File: config.mk
export PLATFORM = sky130hd
export DESIGN_NAME = mux_scan_sel
export DESIGN_NICKNAME = d
export VERILOG_FILES = /design/src/rtl/mux_scan_sel.sv
export SDC_FILE = /design/constraint.sdc
export NUM_CORES = 1
export LEC_CHECK = 0
export CAP_MARGIN = 15
export CORE_MARGIN = 8
export CORE_UTILIZATION = 40
export CTS_CLUSTER_SIZE = 25
export DETAILED_ROUTE_END_ITERATION = 10
export GPL_TIMING_DRIVEN = 0
export MAX_ROUTING_LAYER = met4
export PLACE_DENSITY_LB_ADDON = 0.08
export SLEW_MARGIN = 20
export SYNTH_ARGS = -nofsm -noshare
export SYNTH_HDL_FRONTEND = slang
export SYNTH_SLANG_ARGS = --single-unit
File: constraint.sdc
create_clock -name iClk -period 1.5 [get_ports iClk]
set_input_delay 0.3 -clock iClk [delete_from_list [all_inputs] [get_ports iClk]]
set_output_delay 0.3 -clock iClk [all_outputs]
set_load 0.05 [all_outputs]
File: src/rtl/mux_scan_sel.sv
// mux_scan_sel: registered N_CH:1 multiplexer with MANUAL and SCAN modes.
//
// Ports
//   iClk    in   1        clock, rising edge
//   iRst_n  in   1        asynchronous reset, active-low
//   iData   in   N_CH*W   packed channel data, channel k = iData[k*W +: W]
//   iSel    in   SEL_W    channel index, sampled when iLoad is high
//   iLoad   in   1        one-cycle select strobe
//   iMode   in   1        0 = MANUAL, 1 = SCAN
//   iEn     in   1        block enable
//   oY      out  W        registered selected data
//   oCh     out  SEL_W    current channel register
//   oValid  out  1        oY holds a sample captured on the previous edge
//   oWrap   out  1        one-cycle pulse when SCAN wraps N_CH-1 -> 0
//   oErr    out  1        one-cycle pulse on an out-of-range iSel load
//   oState  out  2        current FSM state (0 IDLE, 1 MANUAL, 2 SCAN), for debug
//
// Handshake: iLoad is a single-cycle strobe with no back-pressure; it acts
// only while the block is enabled and not in IDLE. oValid qualifies oY for
// exactly the cycle after each capture edge; there is no ready input.
module mux_scan_sel #(
  parameter int N_CH  = 8,
  parameter int W     = 1,
  parameter int DWELL = 4,
  localparam int SEL_W = $clog2(N_CH)
) (
  input  logic                iClk,
  input  logic                iRst_n,
  input  logic [N_CH*W-1:0]   iData,
  input  logic [SEL_W-1:0]    iSel,
  input  logic                iLoad,
  input  logic                iMode,
  input  logic                iEn,
  output logic [W-1:0]        oY,
  output logic [SEL_W-1:0]    oCh,
  output logic                oValid,
  output logic                oWrap,
  output logic                oErr,
  output logic [1:0]          oState
);

  // Counter is at least one bit wide so DWELL=1 still elaborates.
  localparam int CNT_W = (DWELL > 1) ? $clog2(DWELL) : 1;
  localparam logic [CNT_W-1:0] DWELL_LAST = CNT_W'(DWELL - 1);
  localparam logic [SEL_W-1:0] CH_LAST    = SEL_W'(N_CH - 1);
  // One extra bit so the range check also works when N_CH is a power of two.
  localparam logic [SEL_W:0]   N_CH_V     = (SEL_W + 1)'(N_CH);

  typedef enum logic [1:0] {
    IDLE   = 2'd0,
    MANUAL = 2'd1,
    SCAN   = 2'd2
  } state_t;

  state_t           state, state_d;
  logic [CNT_W-1:0] cnt, cnt_d;
  logic [SEL_W-1:0] ch_d;
  logic [W-1:0]     y_d;
  logic             valid_d, wrap_d, err_d;
  logic             active, sel_ok;

  assign oState = state;
  assign active = (state != IDLE) && iEn;
  assign sel_ok = ({1'b0, iSel} < N_CH_V);

  always_comb begin
    state_d = state;
    cnt_d   = cnt;
    ch_d    = oCh;
    y_d     = oY;
    valid_d = 1'b0;
    wrap_d  = 1'b0;
    err_d   = 1'b0;

    case (state)
      IDLE:    if (iEn) state_d = iMode ? SCAN : MANUAL;
      default: state_d = !iEn ? IDLE : (iMode ? SCAN : MANUAL);
    endcase

    // Capture from the channel held at this edge; a new oCh shows up in oY one edge later.
    if (state != IDLE) begin
      y_d     = iData[oCh*W +: W];
      valid_d = 1'b1;
    end

    if (active) begin
      if (iLoad && sel_ok) begin
        // A valid load beats a coincident dwell expiry: no increment, no wrap.
        ch_d  = iSel;
        cnt_d = '0;
      end else if (state == SCAN && state_d == SCAN) begin
        if (cnt == DWELL_LAST) begin
          cnt_d = '0;
          if (oCh == CH_LAST) begin
            ch_d   = '0;
            wrap_d = 1'b1;
          end else begin
            ch_d = oCh + SEL_W'(1);
          end
        end else begin
          cnt_d = cnt + CNT_W'(1);
        end
      end
      if (iLoad && !sel_ok) err_d = 1'b1;
    end

    if (state_d != state) cnt_d = '0;
  end

  always_ff @(posedge iClk or negedge iRst_n) begin
    if (!iRst_n) begin
      state  <= IDLE;
      cnt    <= '0;
      oCh    <= '0;
      oY     <= '0;
      oValid <= 1'b0;
      oWrap  <= 1'b0;
      oErr   <= 1'b0;
    end else begin
      state  <= state_d;
      cnt    <= cnt_d;
      oCh    <= ch_d;
      oY     <= y_d;
      oValid <= valid_d;
      oWrap  <= wrap_d;
      oErr   <= err_d;
    end
  end

endmodule

======== Word level (Yosys, flattened, before mapping) ========
Cells that the tools add are included.
operators by class
  multiplexer cells ....................... 19
  add/sub/neg operators ................... 2
  reduce and logical (&&, ||, !) cells .... 10
  shifts and indexed selects .............. 1
  equal/unequal tests ..................... 5
operators with widths
  kind                   number
  $mux W2                9
  $mux W3                4
  $reduce_bool A2 Y1     4
  $shiftx A8 B4 Y1       1
  $eq A2 B2 Y1 const B   3
  $mux W1                6
  $add A3 B1 Y3 const B  1
  $eq A3 B3 Y1 const B   1
  $reduce_and A3 Y1      1
  $reduce_bool A3 Y1     1
  $add A2 B1 Y2 const B  1
  $logic_and A1 B1 Y1    2
  $logic_not A2 Y1       1
  $ne A2 B2 Y1           1
  $reduce_and A2 Y1      1
storage, ports and cells
  input port bits ......................... 16
  bits in registers ....................... 10
  output and inout bits ................... 9
  word-level logic and storage cells ...... 43

======== Depth between registers and ports, before layout ========
Gate-level depths: netlist of the first run.
  word-level depth ........................ 9
  depth in mapped cells ................... 5
  depth with buffers taken out ............ 5

======== Least setup slack after synthesis of the first run ========
OpenSTA, ideal clock, no wires.
  path type ............................... reg2reg
  start ................................... reg oCh[0]
  end ..................................... reg oY
  arrival time ............................ 1.466 ns
  setup time .............................. 0.074 ns
  buffers on the path ..................... 1
  slack ................................... -0.040 ns
  clock period less this slack ............ 1.540 ns
  cell stages (with the launch flop) ...... 5
  cells stage by stage .................... dfrtp_1 -> buf_6 -> mux2i_1 -> mux4_2 -> o21ai_2
on the way
  cells in the longest elaborated chain, start to end .. 1
ends and longest elaborated chain
  what                      line  RTL
  start: declaration        35    output logic [SEL_W-1:0] oCh,
  start signal: assignment  122   oCh <= ch_d;
  $shiftx A8 B4 Y1          82    y_d = iData[oCh*W +: W];
  end signal: assignment    123   oY <= y_d;
  end: declaration          34    output logic [W-1:0] oY,
No other way between the ends.
A chain may end at the register's enable or synchronous reset.

======== Worst setup path after layout of the first run ========
  start ................................... reg oY
  end ..................................... out oY
No word-level cell between the ends.

==> impl_metrics.yaml, run 1 <==
run_status:
  outcome: "finished clean"
drt:
  vias: 494
  routed_wl_um: 1345
  highest_layer: "met4"
  met2WireLength_um: 650
  vias_per_cell: 5.093
  drt_iter0_drc: 2
  drc: 0
  met1_length_um: 578
  met3_length_um: 86
  drtPass1Iterations: 2
  wire_per_inst_um: 13.87
  ant_nets: 0
global_route:
  track_usage: 0.1058
  grt-ovfl-total: 0
  grt_max_degree: 11
  grt_pass1_wl_um: 2194
  antenna_found_initial: 0
  grt_pass1_vias: 513
clock_network:
  htreeDepth: 1
  cts.reportedPaths.clkPinSlew_ns: 0.07
  cts-root-buf: "clkbuf_4"
  cts.sinks: 10
  cts_setup_buffers: 0
  clockBufferDepth: 2
  cts-hold-fix-buffers: 0
  numCtsBuffers: 3
  cts_tree: "yes"
  clk_latency_ns: 0.27
placed_design:
  dp_hpwl_um: 1087
  place_congestion: 0.6870
  pre_cts_slack_ns: -0.08948
  port_buffers: 22
sta:
  fin_ws_ns: 0.05486
  fin_skew_ns: 0.001052
  rsz0062_at_grt: "no"
  period_minus_slack_ns: 1.445
  setup_viol: 0
  min_period_over_period: 0.9634
  drv_slew: 0
  maxClockFrequency_ghz: 0.6920
  whs_ns: 0.3163
  finalHoldViolations: 0
critical_path:
  cp_slowest_cell: "dlygate4sd2_1"
  r2r_end: "cnt[0]$_DFFE_PN0P_"
  reg2reg_from: "cnt[0]$_DFFE_PN0P_"
  cp_slowest_stage_delay_ns: 0.53
  crit_family: "buffers and inverters"
  end_kind: "output port"
  cp_num_buf_inv: 1
  crit_chain: "dlygate4sd2_1"
  start_kind: "flip-flop"
  critPathRequiredTime_ns: 1.20
  path_class: "reg2out"
  arrival_ns: 1.15
  ff2ff_path_depth: 5
  startpoint: "oY$_DFFE_PN0P_"
  cp_max_fo: 2
  path_depth: 1
  endpoint: "oY"
  r2r_slack_ns: 0.15
synthesis:
  ys_types: 23
  syn_area_um2: 569.3
  synth_nets: 75
  yosysTopAreaCell: "dfrtp_1"
  ys_seq_area_frac: 0.4396
  synth_warnings: 0
  synth_cells: 56
  synth-seq-cells: 10
  ys_top_cells_by_area: "dfrtp_1 44%, mux2i_1 8.8%, ha_1 6.6%"
  yosys.area.top_type_share: 0.4396
  syn_area_per_cell_um2: 10.17
finish:
  drive_gt1_frac: 0.1951
  fin_util: 0.6391
  multi_input_area_um2: 287.8
  layout_common_cells: "14 x clkdlybuf4s50_1, 9 x dfrtp_1, 6 x nand2_1, 5 x mux2i_1"
  final_common_cell: "clkdlybuf4s50_1"
  n_fill_cell: 122
  antenna_cells: 0
  fin_nets: 102
  ff_latch_area_um2: 251.5
  syn_to_final_growth_pct: 47.91
die:
  initial_utilization: 0.4321
  rows: 13
  die_h_um: 53.73
  core_mm2: 0.001318
  ioPinCount: 25
  fp.dieArea_mm2: 0.002886
  die_x_um: 53.73
pwr:
  leakage_nw: 0.3955
  seqPwrFrac: 0.348
  p_int_uw: 616.3
  vdd_drop_max_v: 0.0006919
  power.switching_uw: 378.3
  p_comb_frac: 0.397
  powerDensity_mw_per_mm2: 1181
  switching_share: 0.3804
  power_uw: 994.6
  clockPowerShare: 0.255
hold_path:
  hold_path.class: "in2reg"
run:
  max-cap-violations: 0
## layer usage
layer,vias up,track usage
met5,-,-
met4,0,0.05042
met3,5,0.03581
met2,11,0.1622
met1,230,0.1208
li1,248,-
## sequential cells by signal (all words and copies together) (netlist names)
name    flops
oY          1
oValid      1
oState      2
oWrap       1
cnt         2
oCh         3
## area by class of cell
cell class	count	area share
tap	15	0.02229
multi-input combinational	41	0.3418
timing repair buffer	22	0.2571
clock buffer	4	0.04309
inverter	2	0.008915
sequential	10	0.2987
buffer	3	0.02823
## cells in the mapped netlist
cell	n
and3b_1	1
buf_4	1
buf_2	1
nand3_1	1
mux2i_1	5
nand2_1	6
o21a_1	2
conb_1	1
nor2b_1	2
ha_1	3
a21oi_1	3
buf_6	1
o21ai_2	2
inv_1	2
nor3_1	3
dfrtp_1	10
a22oi_1	1
nor2_1	3
mux4_2	1
xor2_1	1
o21ai_0	4
and2_1	1
nand4b_1	1
## kinds of logic (layout without fill, tap and decap cells)
family	count (synthesis)	after routing	synth area share
AO/OA/AOI/OAI	12	12	0.1319
XOR/XNOR	1	1	0.01539
adder cells (fa/ha/maj)	3	3	0.06594
buffers and inverters	5	31	0.05495
flip-flops	10	10	0.4396
multiplexers	6	6	0.1275
other	1	1	0.006587
AND/OR/NAND/NOR	18	18	0.1582
## repair_timing
item | CTS | global route
gates resized for setup | 17 | 1
hold endpoints to repair | 0 | 0
setup endpoints to repair | 8 | 1
## power by group through the flow
stage          Sequential (mW)  Combinational, mW  Clock (mW)
3_3_place_gp             0.354              0.413           0
6_report                 0.346              0.394       0.254
5_1_grt                  0.354              0.425       0.269
4_1_cts                  0.348              0.404       0.260
3_5_place_dp             0.354              0.419           0
2_1_floorplan            0.475              0.147           0
## stage by stage
stage | cells | TNS (ns) | cell area, um2
after floorplan | 56 | 0 | 570.5
after CTS | 97 | 0 | 847.1
after global placement | 93 | -0.2368 | 809.5
after detailed placement | 93 | -0.2712 | 809.5
final | 97 | 0 | 842.1
after global routing | 97 | 0 | 842.1
## worst min path at each step
stage	from	endpoint	slack, ns	depth (start not counted)
after CTS	iLoad	oWrap$_DFF_PN0_	0.32	2
after floorplan	iRst_n	cnt[0]$_DFFE_PN0P_	0.004	0
after global placement	oY$_DFFE_PN0P_	oY$_DFFE_PN0P_	0.46	2
after global routing	iLoad	oWrap$_DFF_PN0_	0.34	2
final	iLoad	oWrap$_DFF_PN0_	0.32	2
after detailed placement	oY$_DFFE_PN0P_	oY$_DFFE_PN0P_	0.47	2
(Power assumes the default switching activity.)
==> run 2, diff against run 1 <==
--- a/config.mk
+++ b/config.mk
@@ -5,9 +5,10 @@
 export SDC_FILE = /design/constraint.sdc
 export NUM_CORES = 1
 export LEC_CHECK = 0
+export ABC_AREA = 1
 export CAP_MARGIN = 15
-export CORE_MARGIN = 8
-export CORE_UTILIZATION = 40
+export CORE_MARGIN = 4
+export CORE_UTILIZATION = 42
 export CTS_CLUSTER_SIZE = 25
 export DETAILED_ROUTE_END_ITERATION = 10
 export GPL_TIMING_DRIVEN = 0
==> run 2 against run 1 <==
Effect of this change:
- highest routed layer is now met3
- die area down 22%
- cell count increased by 32%
- sequential power increased by 6.1%
- count of clock-buffer cells in the layout fell by 1
==> impl_metrics.yaml, run 2 <==
run_status:
  outcome: "finished clean"
placed_design:
  port_buffers: 22
  place_area_um2: 897.1
  pre_cts_slack_ns: -0.1445
  dp_hpwl_um: 1050
  place_congestion: 0.7513
  dp.cells: 125
critical_path:
  path_class: "reg2out"
  startpoint: "oY$_DFFE_PN0P_"
  end_kind: "output port"
  cp_max_fo: 2
  start_kind: "flip-flop"
  cp_slowest_cell: "dlygate4sd2_1"
  arrival_ns: 1.12
  crit_chain: "dlygate4sd2_1"
  cp_slowest_stage_delay_ns: 0.53
  ff2ff_path_depth: 5
  critPathRequiredTime_ns: 1.20
  crit_family: "buffers and inverters"
  cp_num_buf_inv: 1
  path_depth: 1
  reg2reg_from: "oCh[0]$_DFFE_PN0P_"
synthesis:
  yosysTopAreaCell: "dfrtp_1"
  synth-edff-count: 0
  synth_mux_area_frac: 0.01524
  synthSimpleGateAreaFrac: 0.3371
  yosys.area.top_type_share: 0.3810
  synth_top_family_by_area: "simple AND/OR/NAND/NOR gates"
  synth_cells: 87
  yosysMostFrequentCell: "nand2_1"
  ys_types: 22
  synth_warnings: 0
  synth_commonest_cells: "23 x nand2_1, 14 x inv_1, 10 x dfrtp_1"
  ys_top_cells_by_area: "dfrtp_1 38%, nand2_1 13%, inv_1 8.0%"
  syn_area_um2: 656.9
  postSynth.asyncResetShare: 1.000
  synthXorXnorAreaFrac: 0.01333
  ys_seq_area_frac: 0.3810
  synthFlopType: "dfrtp_1"
  synth-seq-cells: 10
  syn_area_per_cell_um2: 7.550
  synth_nets: 106
  synth_compound_area_frac: 0.06476
  synth_fa_ha_area_frac: 0.05714
sta:
  period_minus_slack_ns: 1.420
  fin_skew_ns: 0.002828
  whs_ns: 0.2340
  setup_viol: 0
  drv_slew: 0
  rsz0062_at_grt: "no"
  min_period_over_period: 0.9470
  finalSetupTns_ns: 0
  fin_ws_ns: 0.07954
  finalHoldViolations: 0
  maxClockFrequency_ghz: 0.7040
clock_network:
  cts.reportedPaths.clkPinSlew_ns: 0.06
  clockBufferDepth: 2
  cts_setup_buffers: 0
  cts_tree: "yes"
  clk_latency_ns: 0.26
  htreeDepth: 1
  cts.sinks: 10
  cts-root-buf: "clkbuf_4"
  cts-hold-fix-buffers: 0
  numCtsBuffers: 3
die:
  rows: 14
  core_mm2: 0.001489
  fp.dieArea_mm2: 0.002261
  initial_utilization: 0.4412
  die_h_um: 47.55
  die_x_um: 47.55
  ioPinCount: 25
finish:
  drive_gt1_frac: 0.1964
  syn_to_final_growth_pct: 37.52
  design_area_um2: 903.4
  largest_reg_flops: 3
  antenna_cells: 0
  instances_no_fill: 128
  final_common_cell: "nand2_1"
  fin_nets: 133
  layout_common_cells: "23 x nand2_1, 14 x inv_1, 14 x clkdlybuf4s50_1, 10 x dfrtp_1, 8 x nand3_1"
  regMostFlops: "oCh"
  fin_util: 0.6067
global_route:
  track_usage: 0.1364
  busiest_layer: "met2"
  antenna_found_initial: 0
  grt_pass1_vias: 509
  grtUsageMet1: 0.1747
  grt_util_met2: 0.2005
  grt_pass1_wl_um: 2104
  grt-ovfl-total: 0
  gr-usage-met3: 0.06767
  grt_max_degree: 11
run:
  max-cap-violations: 0
pwr:
  power.switching_uw: 415.3
  seqPwrFrac: 0.377
  vdd_drop_max_v: 0.0006319
  leakage_nw: 0.4784
  switching_share: 0.4264
  p_int_uw: 558.8
  powerDensity_mw_per_mm2: 1078
  power_uw: 974.1
  p_comb_frac: 0.444
  clockPowerShare: 0.179
drt:
  drt_iter0_drc: 4
  vias: 590
  ant_nets: 0
  wire_per_inst_um: 9.938
  drtPass1Iterations: 4
  vias_per_cell: 4.609
  routed_wl_um: 1272
  drc: 0
hold_path:
  whs_path_depth: 2
  hold_start: "iLoad"
  hold_path.class: "in2reg"
-- run 2: final cells by class --
class                      count  area, um2
buffer                         2      18.77
clock buffer                   3      22.52
fill                         142      585.6
inverter                      17      63.81
multi-input combinational     58      324.1
sequential                    10      250.2
tap                           16      20.02
timing repair buffer          22      203.9
-- run 2: path summary, 6_finish.rpt --
check / end / slack [ns]
worst max-delay path: oY / 0.08
worst min-delay path: oWrap$_DFF_PN0_ / 0.23
worst max register to register: oCh[1]$_DFFE_PN0P_ / 0.15
worst min register to register: oY$_DFFE_PN0P_ / 0.48
max in group asynchronous: oState[0]$_DFF_PN0_ / 0.85
min in group asynchronous: oCh[0]$_DFFE_PN0P_ / 0.35
-- run 2: per-layer routing --
| layer | up-vias | share of wire |
|---|---|---|
| li1 | 317 | - |
| met1 | 259 | 0.47 |
| met2 | 14 | 0.45 |
| met3 | 0 | 0.084 |
| met4 | 0 | 0 |
| met5 | - | 0 |
-- run 2: repair_timing --
action | CTS | global route
gates cloned | 0 | 0
resized for setup | 16 | 4
pin swaps | 0 | 0
setup endpoints to repair | 8 | 3
-- run 2: worst register-to-register path, cell delays in order, from the launching register on --
cell,delay [ns]
dfrtp_1,0.48
ha_1,0.24
ha_1,0.19
nor2_1,0.15
a22oi_1,0.09
o21ai_1,0.13
-- run 2: cells by family (layout without fill, tap and decap cells) --
logic type / after synthesis / in the layout
muxes: 1 / 1
xor gates and xnor gates: 1 / 1
buffers and inverters: 19 / 44
DFF: 10 / 10
and+or+nand+nor: 45 / 45
other: 1 / 1
adders and majority gates: 3 / 3
AOI/OAI and AO/OA: 7 / 7
-- run 2: power by group through the flow --
stage               Clock [mW]  Combinational, mW  Sequential [mW]
global route             0.198              0.478            0.377
floorplan                    0              0.167            0.503
detailed placement           0              0.460            0.373
finish                   0.174              0.432            0.367
CTS                      0.184              0.444            0.368
global placement             0              0.457            0.371
==> run 3, diff against run 2 <==
--- a/config.mk
+++ b/config.mk
@@ -9,6 +9,7 @@
 export CAP_MARGIN = 15
 export CORE_MARGIN = 4
 export CORE_UTILIZATION = 42
+export CTS_CLUSTER_DIAMETER = 40
 export CTS_CLUSTER_SIZE = 25
 export DETAILED_ROUTE_END_ITERATION = 10
 export GPL_TIMING_DRIVEN = 0
==> results of run 3 <==
No change in the layout: final DEF, timing and power equal those of run 2.
==> variant, RTL diff (config.mk and constraints of run 1) <==
Set the parameter `N_CH` to 4 (it was 8).
--- a/src/rtl/mux_scan_sel.sv
+++ b/src/rtl/mux_scan_sel.sv
@@ -20,5 +20,5 @@
 // exactly the cycle after each capture edge; there is no ready input.
 module mux_scan_sel #(
-  parameter int N_CH  = 8,
+  parameter int N_CH  = 4,
   parameter int W     = 1,
   parameter int DWELL = 4,
Ports: changed (resized iData, iSel and oCh); port bits go from 25 to 19. The function was not compared with the original's and may differ.
==> variant against run 1 <==
Synthesized area is 16% lower. Count of clock-buffer cells in the layout stayed put. Worst hold slack better by 10 ps. Cell count is 16% lower. Critical path depth is 3 higher. Power is 10% lower. Sequential share of layout area is 3.0 points higher. Setup slack worse by 14 ps. Design area is 17% lower. Sequential cell count is 1 lower. Clock power is 30% lower. Non-clock buffer count is 6 lower. Wire length is 27% lower.
==> variant: results <==
export IMPL_sw_frac_of_total_pct=39.2
export IMPL_grt_max_degree=10
export IMPL_place_area_um2=673
export IMPL_place_ws_ps=-332
export IMPL_timing_fmax_mhz=685
export IMPL_grt_pass1_vias=391
export IMPL_placed_cells=76
export IMPL_crit_arrival_ps=1650
export IMPL_syn_num_nets=58
export IMPL_nFillCells=97
export IMPL_synthTopCellsByArea="dfrtp_1 (47%), mux2_2 (9.4%), ha_1 (5.2%), mux4_2 (4.7%), nand2_1 (4.7%)"
export IMPL_dr_pass1_iters=4
export IMPL_viasPerCell=5.01
export IMPL_hp_class="in -> async"
export IMPL_leakage_nw=0.311
export IMPL_synth_cell_types=24
export IMPL_grt_pass1_wl_um=1660
export IMPL_synth_common_cells="dfrtp_1 (9), nand2_1 (6), mux2_2 (4)"
export IMPL_outcome="finished clean"
export IMPL_grt_usage_pct=8.58
export IMPL_synth_seq_area_share_pct=46.9
export IMPL_io_buffers=17
export IMPL_rrSetupSlack_ps=40
export IMPL_ir_drop_uv=732
export IMPL_slowest_stage="or4_1"
export IMPL_cp_max_fo=3
export IMPL_skew_ps=1.06
export IMPL_drive_gt1_share_pct=32.8
export IMPL_drt_iter0_markers=8
export IMPL_clk_pin_slew_ps=50
export IMPL_wl_per_cell_um=12.1
[variant: routing by layer]
layer | vias up | wire length, µm | GRT usage [%]
li1 | 201 | - | -
met1 | 188 | 391 | 8.64
met2 | 15 | 459 | 13.1
met3 | 2 | 123 | 5.88
met4 | 0 | 9 | 2.65
met5 | - | 0 | -
[variant: worst max path at each step]
| stage | endpoint | depth (start not counted) | from |
|---|---|---|---|
| after detailed placement | cnt[0] | 5 | iMode |
| after floorplan | cnt[0] | 4 | oState[0] |
| after global routing | cnt[0] | 4 | cnt[0] |
| after global placement | cnt[0] | 5 | iMode |
| after CTS | oCh[0] | 1 | oCh[0] |
| final | cnt[0] | 4 | cnt[0] |
[variant: critical path: cells and delay by family, from the launching register on]
family                   cells  cell delay [ps]
AND/OR/NAND/NOR              1              520
flip-flops                   1              380
AO/OA/AOI/OAI                2              300
adder cells (fa/ha/maj)      1              190
[variant: cell type report]
class,count,share of cell area [%]
Timing Repair Buffer,18,23.0
Buffer,1,1.07
Tap cell,14,2.50
Multi-Input combinational cell,35,36.8
Clock buffer,4,3.75
Sequential cell,9,32.9
[variant: kinds of logic after synthesis]
logic type	Yosys count	share of synthesized area, %
simple gates	18	20.1
compound gates	9	11.5
flops	9	46.9
mux	5	14.1
fa+ha+maj	2	5.21
buf+inv	1	1.56
other cells	1	0.781
[variant: timing repair]
item,in CTS,in global routing
gates resized for setup,12,5
hold buffers,0,0
setup buffers,1,0
setup endpoints to repair,10,4
[variant: power groups by stage]
stage,combinational [mW],clock [mW],sequential (mW)
final,0.380,0.177,0.336
after floorplan,0.118,0,0.490
after CTS,0.386,0.187,0.337
after global routing,0.412,0.197,0.344
after global placement,0.412,0,0.341
after detailed placement,0.414,0,0.343
[variant: metrics by stage]
step           util (%)  setup TNS [ps]  hold slack, ps
2_1_floorplan         -           -28.2            4.41
3_3_place_gp       60.6            -977             494
3_5_place_dp       60.6            -976             505
4_1_cts            63.0               0             334
5_1_grt            63.1           -14.7             365
6_report           63.1               0             327
